==> config.mk <==
export PLATFORM = sky130hd
export DESIGN_NAME = axi4l_master_arbiter
export DESIGN_NICKNAME = d
export VERILOG_FILES = /design/src/rtl/uart_axi4_arb_pkg.sv /design/src/rtl/axi4l_master_arbiter_rr.sv /design/src/rtl/axi4l_master_arbiter.sv
export SDC_FILE = /design/constraint.sdc
export NUM_CORES = 1
export LEC_CHECK = 0
export CORE_MARGIN = 4
export CORE_UTILIZATION = 38
export DETAILED_ROUTE_END_ITERATION = 8
export PLACE_DENSITY = 0.76
export SYNTH_ARGS = -nofsm -noshare
export SYNTH_HDL_FRONTEND = slang
export SYNTH_SLANG_ARGS = --single-unit
==> constraint.sdc <==
create_clock -name clk -period 6.8 [get_ports clk]
set_clock_uncertainty 0.15 [all_clocks]
set_input_delay 1.02 -clock clk [delete_from_list [all_inputs] [get_ports clk]]
set_output_delay 1.02 -clock clk [all_outputs]
set_load 0.02 [all_outputs]
==> src/rtl/uart_axi4_arb_pkg.sv <==
// Shared types and constants for the AXI4-Lite master arbiter.
package uart_axi4_arb_pkg;

   typedef enum logic [1:0] {
      ST_IDLE      = 2'd0,
      ST_ISSUE     = 2'd1,
      ST_WAIT_RESP = 2'd2,
      ST_DRAIN     = 2'd3
   } arb_state_t;

   localparam logic [1:0] AXI_RESP_OKAY   = 2'b00;
   localparam logic [1:0] AXI_RESP_EXOKAY = 2'b01;
   localparam logic [1:0] AXI_RESP_SLVERR = 2'b10;
   localparam logic [1:0] AXI_RESP_DECERR = 2'b11;

   // Status reported to a requester whose transaction timed out
   localparam logic [1:0] ARB_TIMEOUT_RESP = AXI_RESP_SLVERR;

endpackage

==> src/rtl/axi4l_master_arbiter_rr.sv <==
// Round-robin arbiter: one-hot grant, rotating priority pointer that moves
// past the winner only when the caller commits the grant.
module rr_arbiter #(
   parameter int unsigned N = 2
) (
   input  logic         clk,
   input  logic         rst,
   input  logic [N-1:0] req,
   input  logic         advance,
   output logic [N-1:0] grant
);

   localparam int unsigned PW = (N > 1) ? $clog2(N) : 1;

   logic [PW-1:0] ptr_q;
   logic [PW-1:0] ptr_d;
   logic          found;
   int unsigned   idx;

   // Scan from the pointer upward with wrap-around; first request wins
   always_comb begin
      grant = '0;
      ptr_d = ptr_q;
      found = 1'b0;
      idx   = 0;
      for (int unsigned k = 0; k < N; k++) begin
         idx = 32'(ptr_q) + k;
         if (idx >= N) idx = idx - N;
         if (!found && req[idx[PW-1:0]]) begin
            found               = 1'b1;
            grant[idx[PW-1:0]]  = 1'b1;
            ptr_d               = (idx + 1 >= N) ? '0 : PW'(idx + 1);
         end
      end
      if (!advance) ptr_d = ptr_q;
   end

   // Priority pointer register
   always_ff @(posedge clk or posedge rst) begin
      if (rst) ptr_q <= '0;
      else     ptr_q <= ptr_d;
   end

endmodule

==> src/rtl/axi4l_master_arbiter.sv <==
// Shares one AXI4-Lite master port among N_REQ requesters: round-robin grant,
// a single outstanding read or write, response routed back with a timeout.
module axi4l_master_arbiter
   import uart_axi4_arb_pkg::*;
#(
   parameter int unsigned N_REQ          = 2,
   parameter int unsigned TIMEOUT_CYCLES = 1024
) (
   input  logic                 clk,
   input  logic                 rst,
   input  logic [N_REQ-1:0]     req_valid,
   output logic [N_REQ-1:0]     req_ready,
   input  logic [N_REQ-1:0]     req_write,
   input  logic [N_REQ*32-1:0]  req_addr,
   input  logic [N_REQ*32-1:0]  req_wdata,
   input  logic [N_REQ*4-1:0]   req_wstrb,
   output logic [N_REQ-1:0]     resp_valid,
   output logic [31:0]          resp_rdata,
   output logic [1:0]           resp_status,
   output logic                 resp_timeout,
   output logic                 busy,
   output logic [31:0]          axi_awaddr,
   output logic                 axi_awvalid,
   input  logic                 axi_awready,
   output logic [31:0]          axi_wdata,
   output logic [3:0]           axi_wstrb,
   output logic                 axi_wvalid,
   input  logic                 axi_wready,
   input  logic [1:0]           axi_bresp,
   input  logic                 axi_bvalid,
   output logic                 axi_bready,
   output logic [31:0]          axi_araddr,
   output logic                 axi_arvalid,
   input  logic                 axi_arready,
   input  logic [31:0]          axi_rdata,
   input  logic [1:0]           axi_rresp,
   input  logic                 axi_rvalid,
   output logic                 axi_rready
);

   localparam int unsigned     CNT_W      = $clog2(TIMEOUT_CYCLES + 1);
   // Counter is cleared at grant, so it reads TIMEOUT_CYCLES-1 in the last allowed cycle
   localparam logic [CNT_W-1:0] CNT_EXPIRE = CNT_W'(TIMEOUT_CYCLES - 1);

   arb_state_t       state_q, state_d;
   logic [N_REQ-1:0] grant_q, grant_d;
   logic             wr_q, wr_d;
   logic [CNT_W-1:0] cnt_q, cnt_d;
   logic [31:0]      awaddr_q, awaddr_d, wdata_q, wdata_d, araddr_q, araddr_d;
   logic [3:0]       wstrb_q, wstrb_d;
   logic             awvalid_q, awvalid_d, wvalid_q, wvalid_d, arvalid_q, arvalid_d;
   logic             bready_q, bready_d, rready_q, rready_d;
   logic [N_REQ-1:0] resp_valid_q, resp_valid_d;
   logic [31:0]      resp_rdata_q, resp_rdata_d;
   logic [1:0]       resp_status_q, resp_status_d;
   logic             resp_timeout_q, resp_timeout_d;
   logic             busy_q, busy_d;

   logic [N_REQ-1:0] arb_grant;
   logic             advance;
   logic             resp_hs;
   logic             expire;
   logic             sel_write;
   logic [31:0]      sel_addr, sel_wdata;
   logic [3:0]       sel_wstrb;

   assign advance = (state_q == ST_IDLE) && (|req_valid);
   assign resp_hs = (bready_q & axi_bvalid) | (rready_q & axi_rvalid);
   assign expire  = (cnt_q >= CNT_EXPIRE);

   rr_arbiter #(.N(N_REQ)) u_rr (
      .clk     (clk),
      .rst     (rst),
      .req     (req_valid),
      .advance (advance),
      .grant   (arb_grant)
   );

   // Select the winning requester's command fields
   always_comb begin
      sel_write = 1'b0;
      sel_addr  = '0;
      sel_wdata = '0;
      sel_wstrb = '0;
      for (int unsigned i = 0; i < N_REQ; i++) begin
         if (arb_grant[i]) begin
            sel_write = req_write[i];
            sel_addr  = req_addr[i*32 +: 32];
            sel_wdata = req_wdata[i*32 +: 32];
            sel_wstrb = req_wstrb[i*4 +: 4];
         end
      end
   end

   // Next-state logic for the transaction sequencer and all registered outputs
   always_comb begin
      state_d        = state_q;
      grant_d        = grant_q;
      wr_d           = wr_q;
      cnt_d          = cnt_q;
      awaddr_d       = awaddr_q;
      wdata_d        = wdata_q;
      wstrb_d        = wstrb_q;
      araddr_d       = araddr_q;
      awvalid_d      = awvalid_q;
      wvalid_d       = wvalid_q;
      arvalid_d      = arvalid_q;
      bready_d       = bready_q;
      rready_d       = rready_q;
      resp_valid_d   = '0;
      resp_rdata_d   = resp_rdata_q;
      resp_status_d  = resp_status_q;
      resp_timeout_d = 1'b0;

      if ((state_q == ST_ISSUE || state_q == ST_WAIT_RESP) && cnt_q != '1)
         cnt_d = cnt_q + 1'b1;

      unique case (state_q)
         ST_IDLE: begin
            if (advance) begin
               grant_d = arb_grant;
               wr_d    = sel_write;
               cnt_d   = '0;
               if (sel_write) begin
                  awaddr_d  = sel_addr;
                  wdata_d   = sel_wdata;
                  wstrb_d   = sel_wstrb;
                  awvalid_d = 1'b1;
                  wvalid_d  = 1'b1;
               end else begin
                  araddr_d  = sel_addr;
                  arvalid_d = 1'b1;
               end
               state_d = ST_ISSUE;
            end
         end
         ST_ISSUE: begin
            awvalid_d = awvalid_q & ~axi_awready;
            wvalid_d  = wvalid_q & ~axi_wready;
            arvalid_d = arvalid_q & ~axi_arready;
            if (expire) begin
               resp_valid_d   = grant_q;
               resp_timeout_d = 1'b1;
               resp_status_d  = ARB_TIMEOUT_RESP;
               resp_rdata_d   = '0;
               state_d        = ST_DRAIN;
            end else if (!(awvalid_d | wvalid_d | arvalid_d)) begin
               bready_d = wr_q;
               rready_d = ~wr_q;
               state_d  = ST_WAIT_RESP;
            end
         end
         ST_WAIT_RESP: begin
            if (resp_hs) begin
               resp_valid_d  = grant_q;
               resp_rdata_d  = wr_q ? '0 : axi_rdata;
               resp_status_d = wr_q ? axi_bresp : axi_rresp;
               bready_d      = 1'b0;
               rready_d      = 1'b0;
               state_d       = ST_IDLE;
            end else if (expire) begin
               resp_valid_d   = grant_q;
               resp_timeout_d = 1'b1;
               resp_status_d  = ARB_TIMEOUT_RESP;
               resp_rdata_d   = '0;
               state_d        = ST_DRAIN;
            end
         end
         ST_DRAIN: begin
            // Finish any address/data handshakes, then silently accept B/R
            awvalid_d = awvalid_q & ~axi_awready;
            wvalid_d  = wvalid_q & ~axi_wready;
            arvalid_d = arvalid_q & ~axi_arready;
            if (resp_hs) begin
               bready_d = 1'b0;
               rready_d = 1'b0;
               state_d  = ST_IDLE;
            end else if (!(awvalid_d | wvalid_d | arvalid_d) && !(bready_q | rready_q)) begin
               bready_d = wr_q;
               rready_d = ~wr_q;
            end
         end
         default: state_d = ST_IDLE;
      endcase

      busy_d = (state_d != ST_IDLE);
   end

   // State and output registers
   always_ff @(posedge clk or posedge rst) begin
      if (rst) begin
         state_q        <= ST_IDLE;
         grant_q        <= '0;
         wr_q           <= 1'b0;
         cnt_q          <= '0;
         awaddr_q       <= '0;
         wdata_q        <= '0;
         wstrb_q        <= '0;
         araddr_q       <= '0;
         awvalid_q      <= 1'b0;
         wvalid_q       <= 1'b0;
         arvalid_q      <= 1'b0;
         bready_q       <= 1'b0;
         rready_q       <= 1'b0;
         resp_valid_q   <= '0;
         resp_rdata_q   <= '0;
         resp_status_q  <= '0;
         resp_timeout_q <= 1'b0;
         busy_q         <= 1'b0;
      end else begin
         state_q        <= state_d;
         grant_q        <= grant_d;
         wr_q           <= wr_d;
         cnt_q          <= cnt_d;
         awaddr_q       <= awaddr_d;
         wdata_q        <= wdata_d;
         wstrb_q        <= wstrb_d;
         araddr_q       <= araddr_d;
         awvalid_q      <= awvalid_d;
         wvalid_q       <= wvalid_d;
         arvalid_q      <= arvalid_d;
         bready_q       <= bready_d;
         rready_q       <= rready_d;
         resp_valid_q   <= resp_valid_d;
         resp_rdata_q   <= resp_rdata_d;
         resp_status_q  <= resp_status_d;
         resp_timeout_q <= resp_timeout_d;
         busy_q         <= busy_d;
      end
   end

   // req_ready is gated by rst so it reads 0 while reset is held
   assign req_ready    = (state_q == ST_IDLE && !rst) ? arb_grant : '0;
   assign resp_valid   = resp_valid_q;
   assign resp_rdata   = resp_rdata_q;
   assign resp_status  = resp_status_q;
   assign resp_timeout = resp_timeout_q;
   assign busy         = busy_q;
   assign axi_awaddr   = awaddr_q;
   assign axi_awvalid  = awvalid_q;
   assign axi_wdata    = wdata_q;
   assign axi_wstrb    = wstrb_q;
   assign axi_wvalid   = wvalid_q;
   assign axi_bready   = bready_q;
   assign axi_araddr   = araddr_q;
   assign axi_arvalid  = arvalid_q;
   assign axi_rready   = rready_q;

endmodule

==> results of run 1 <==
==> metrics by stage <==
stage                     area [um^2]  power, W  setup slack (ns)
after detailed placement        10200   0.00419              2.27
after CTS                       10800   0.00526              2.29
after global routing            10800   0.00551              2.20
final                           10800   0.00521              2.30
after global placement          10200   0.00413              2.36
after floorplan                  6730   0.00297             0.648
==> flip-flops by register name, indices dropped and copies added (netlist names), 4 cells and up <==
register and count:
axi_awaddr 32, axi_wdata 32, axi_araddr 32, resp_rdata 32
axi_wstrb 4, cnt_q 11
==> routing by layer <==
metal | vias up | track usage, % | wire length [um]
met3 | 33 | 5.73 | 1460
met5 | - | 0 | 0
met4 | 0 | 7.29 | 483
met1 | 2988 | 26.2 | 8790
met2 | 217 | 35.8 | 11100
li1 | 2945 | - | -
==> cell families after synthesis <==
kind of cell | after synthesis | share of synthesized area, %
xor gates and xnor gates | 6 | 0.781
muxes | 4 | 0.632
AOI/OAI and AO/OA | 247 | 24.1
buffers and inverters | 59 | 3.81
adders and majority gates | 5 | 0.929
DFF | 160 | 59.5
and+or+nand+nor | 165 | 10.3
==> layout by cell type, fill, tap and decap left out, types with 3 or more instances in the layout <==
cell type and instances:
xnor2_1 5, a22o_1 33, a21oi_1 116, clkbuf_16 17, nand4_1 4, ha_1 5
and3_1 4, inv_1 9, a22oi_1 69, nor2_1 122, o21ai_1 5, inv_6 3
clkdlybuf4s50_1 327, buf_4 5, nand2_1 10, bufinv_16 4, clkinvlp_4 4, a21o_1 3
nand3_1 6, o21ai_0 3, clkbuf_8 4, nor3_1 5, dfrtp_1 160
==> area by class of cell <==
type | count | area (um^2) | area share, %
multi-input cells | 427 | 2490 | 23.0
clock inverters | 11 | 176 | 1.63
well taps | 225 | 282 | 2.60
diodes | 1 | 2.50 | 0.0231
repair buffers | 333 | 3330 | 30.8
inverters | 11 | 46.3 | 0.428
clock buffers | 21 | 480 | 4.44
flip-flops and latches | 160 | 4000 | 37.0
==> worst max path at each step <==
stage | end | slack (ns) | from
6_report | req_ready[0] | 2.30 | req_valid[0]
5_1_grt | req_ready[0] | 2.20 | req_valid[0]
4_1_cts | req_ready[0] | 2.29 | req_valid[0]
3_5_place_dp | req_ready[0] | 2.27 | req_valid[0]
3_3_place_gp | req_ready[0] | 2.36 | req_valid[0]
2_1_floorplan | req_ready[0] | 0.65 | rst
==> where the power goes <==
part | switching [W] | internal (W)
Combinational | 0.00136 | 0.00116
Clock | 0.000389 | 0.000657
Sequential | 0.000252 | 0.00139
Total | 0.00200 | 0.00321
==> critical path: stages <==
cell and delay, ns:
clkdlybuf4s50_1 0.57, a21boi_4 0.86, and3_1 0.27, clkdlybuf4s50_1 0.61
==> flow_summary.toml, run 1 <==
[yosys]
synth-warning-count = 0
avgSynthCellArea_um2 = 10.4
yosys.area.top_type_share_pct = 59.5
synthTopCellsByArea = "dfrtp_1 59%, a21oi_1 8.6%, a22oi_1 7.7%"
synthesis.nets = 834
ys_top_cells_by_count = "160 x dfrtp_1, 123 x nor2_1, 116 x a21oi_1"
ys_seq_elements = 160
syn_inst = 646
syn_area_mm2 = 0.00673
async_flop_share_pct = 100
ys_types = 49
ys.flop_type = "dfrtp_1"
synth_most_common_cell = "dfrtp_1"
seq_area_frac_synth_pct = 59.5
synth-edff-count = 0
synth.largest_area_cell = "dfrtp_1"

[timing]
rsz0062_at_grt = "no"
drv_slew = 0
finalHoldWorstSlack_ns = 0.344
fin_crit_ns = 4.50
worstMarginPinSlew_ns = 1.04
fmax_mhz = 222
tns_ns = 0
relSlewSlack_pct = 30.2
setup_viol = 0
min_period_over_period_pct = 66.2
hold_viol_final = 0

[clock_network]
post-cts-setup-buffers = 0
cts_tree = "yes"
clk_pin_slew_ns = 0.06
cts_buffer_depth = 2
postCtsHoldBufs = 0
cts.repair.resized = 0
clk_latency_ns = 0.42
cts_root_buffer = "clkbuf_16"
h-tree-depth = 4
cts_sinks = 160
cts_buffers = 17

[place]
dp.cells = 1156
gp_congestion = 0.796
portBuffers = 327
place_hpwl_um = 15900

[route]
drt_iter0_drc = 387
firstDrtPassIters = 5
viasPerCell = 5.20
wire_per_inst_um = 18.3
drc = 0
ant_nets = 0
finalWirelength_um = 21800
vias = 6183

[pwr]
p_leak_nw = 4.46
p_per_area_mw_per_mm2 = 481
vdd_drop_max_uv = 264

[die]
num_rows = 48
die_y_um = 141
die_area_mm2 = 0.0199
core_area_mm2 = 0.0174
initial_core_util_pct = 38.8
io_pins = 328
dieWidth_um = 141

[setup_path]
r2r-end = "axi_araddr[1]$_DFFE_PP0P_"
cp_max_fo = 34
critPathKind = "in -> out"
r2r_cells = 8
cp.required_ns = 5.63
crit_arrival_ns = 3.33
cp-end-kind = "primary output"
timing.rr.start = "state_q[1]$_DFF_PP0_"
cp-start-kind = "input port"
reg2reg_slack_ns = 3.20

[global_route]
overflow = 0
grt_pass1_vias = 6027
track_usage_pct = 21.2
grt_max_degree = 101
grt_first_pass_wirelength_um = 33200
antenna_found_initial = 1

[cells_and_area]
num-nets-final = 1138
fin_cells = 1189
final_util_pct = 62.3
syn_to_final_growth_pct = 60.6
final.fill_count = 1457
drive_above_1_share_pct = 5.09

[worst_hold_path]
min_from = "resp_status[0]$_DFFE_PP0P_"
holdCritPathClass = "reg -> reg"
min_path_cells = 1
min_to = "resp_status[0]$_DFFE_PP0P_"

[status]
status = "completed"

[job]
maxCapViolations = 0
Note: power is estimated with default switching activity, not from simulation.
==> run 2, diff against run 1 <==
--- a/config.mk
+++ b/config.mk
@@ -6,9 +6,9 @@
 export NUM_CORES = 1
 export LEC_CHECK = 0
 export CORE_MARGIN = 4
-export CORE_UTILIZATION = 38
+export CORE_UTILIZATION = 37
 export DETAILED_ROUTE_END_ITERATION = 8
-export PLACE_DENSITY = 0.76
+export PLACE_DENSITY = 0.77
 export SYNTH_ARGS = -nofsm -noshare
 export SYNTH_HDL_FRONTEND = slang
 export SYNTH_SLANG_ARGS = --single-unit
==> constraint.sdc (replaced) <==
create_clock -name clk -period 3.9 [get_ports clk]
set_clock_uncertainty 0.15 [all_clocks]
set_input_delay 0.585 -clock clk [delete_from_list [all_inputs] [get_ports clk]]
set_output_delay 0.585 -clock clk [all_outputs]
set_load 0.02 [all_outputs]
==> flow_summary.toml, run 2 (synthesized netlist as in run 1, its figures left out) <==
[status]
status = "completed"

[timing]
hold_viol_final = 0
worstMarginPinSlew_ns = 0.818
relSlewSlack_pct = 45.5
fmax_mhz = 317
setup_viol = 0
min_period_over_period_pct = 80.9
rsz0062_at_grt = "no"
fin_crit_ns = 3.15
drv_slew = 0
finalHoldWorstSlack_ns = 0.338

[setup_path]
critPathSlowestCell = "clkdlybuf4s50_1"
critPathKind = "reg -> out"
cp_max_fo = 17
cp-start-kind = "flip-flop"
slowest_delay_ns = 0.61
worstPathCellList = "inv_1, ha_1, and3_1, clkdlybuf4s50_1"
crit_arrival_ns = 2.42
cp-end-kind = "primary output"
cp.required_ns = 3.16

[die]
io_pins = 328
core_area_mm2 = 0.0179
dieWidth_um = 143
die_y_um = 143
num_rows = 49
die_area_mm2 = 0.0204
initial_core_util_pct = 37.6

[place]
dpl_cell_area_mm2 = 0.0102
gp_congestion = 0.871
place_hpwl_um = 15400
portBuffers = 327
dp.cells = 1163

[pwr]
p_per_area_mw_per_mm2 = 839
p_leak_nw = 4.49
vdd_drop_max_uv = 459

[cells_and_area]
drive_above_1_share_pct = 5.38
design_area_mm2 = 0.0108
diodes = 0
mostFrequentLayoutCell = "clkdlybuf4s50_1"
num-nets-final = 1141
final_util_pct = 60.6
final.fill_count = 1457
layout_common_cells = "327 x clkdlybuf4s50_1, 160 x dfrtp_1, 122 x nor2_1"
fin_cells = 1195
syn_to_final_growth_pct = 61.1

[clock_network]
post-cts-setup-buffers = 0
cts_root_buffer = "clkbuf_16"
cts_buffers = 17
cts_tree = "yes"
cts.repair.resized = 0
cts_sinks = 160
clk_pin_slew_ns = 0.07
postCtsHoldBufs = 0
cts_buffer_depth = 2
h-tree-depth = 4
clk_latency_ns = 0.42

[global_route]
antenna_found_initial = 0
grt_first_pass_wirelength_um = 31900
track_usage_pct = 19.9
grt_pass1_vias = 5776
grt_max_degree = 151
overflow = 0

[worst_hold_path]
holdCritPathClass = "in -> async"

[route]
viasPerCell = 5.12
firstDrtPassIters = 5
drt_iter0_drc = 376
finalWirelength_um = 21300
vias = 6122
drc = 0
wire_per_inst_um = 17.8
ant_nets = 0

[job]
maxCapViolations = 0
==> run 2: area by class of cell <==
type	count	area, um^2	area share, %
Sequential cell	160	4000	36.9
Timing Repair Buffer	336	3380	31.2
Multi-Input combinational cell	427	2490	23.0
Clock buffer	17	425	3.92
Tap cell	229	287	2.64
Clock inverter	15	215	1.98
Inverter	11	45.0	0.415
==> run 2: metrics by stage <==
step	power (W)	worst slack, ns	setup TNS, ns
after floorplan	0.00518	-0.430	-0.859
after global placement	0.00724	0.919	0
after detailed placement	0.00734	0.821	0
after CTS	0.00919	0.734	0
after global routing	0.00963	0.579	0
final	0.00909	0.746	0
==> run 2: where the power goes <==
group	total [W]	internal (W)	leakage (nW)	switching [W]
sequential	0.00287	0.00242	1.93	0.000452
combinational	0.00442	0.00205	2.25	0.00237
clock	0.00180	0.00105	0.315	0.000755
total	0.00909	0.00552	4.49	0.00357
==> run 2: path summary, 6_finish.rpt <==
path,start,to,slack (ns),cells after the start
worst min-delay path,rst,axi_rready$_DFFE_PP0P_,0.34,2
worst max register to register,state_q[1]$_DFF_PP0_,axi_araddr[19]$_DFFE_PP0P_,1.15,9
worst max-delay path,state_q[1]$_DFF_PP0_,req_ready[0],0.75,4
max in group asynchronous,rst,resp_rdata[26]$_DFFE_PP0P_,2.16,3
min in group clk,resp_status[0]$_DFFE_PP0P_,resp_status[0]$_DFFE_PP0P_,0.35,1
worst min register to register,resp_status[0]$_DFFE_PP0P_,resp_status[0]$_DFFE_PP0P_,0.35,1
==> run 2: critical path: cells and delay by family (launching register included) <==
| family | cells | cell delay [ns] |
|---|---|---|
| adders and majority gates | 1 | 0.55 |
| buffers and inverters | 2 | 0.72 |
| DFF | 1 | 0.47 |
| and+or+nand+nor | 1 | 0.26 |
==> run 2: layer usage <==
metal,track usage [%],part of all wire (%),vias up
li1,-,-,2953
met1,25.6,41,2920
met2,33.1,50,219
met3,4.66,6.8,30
met4,6.80,2.3,0
met5,0,0,-
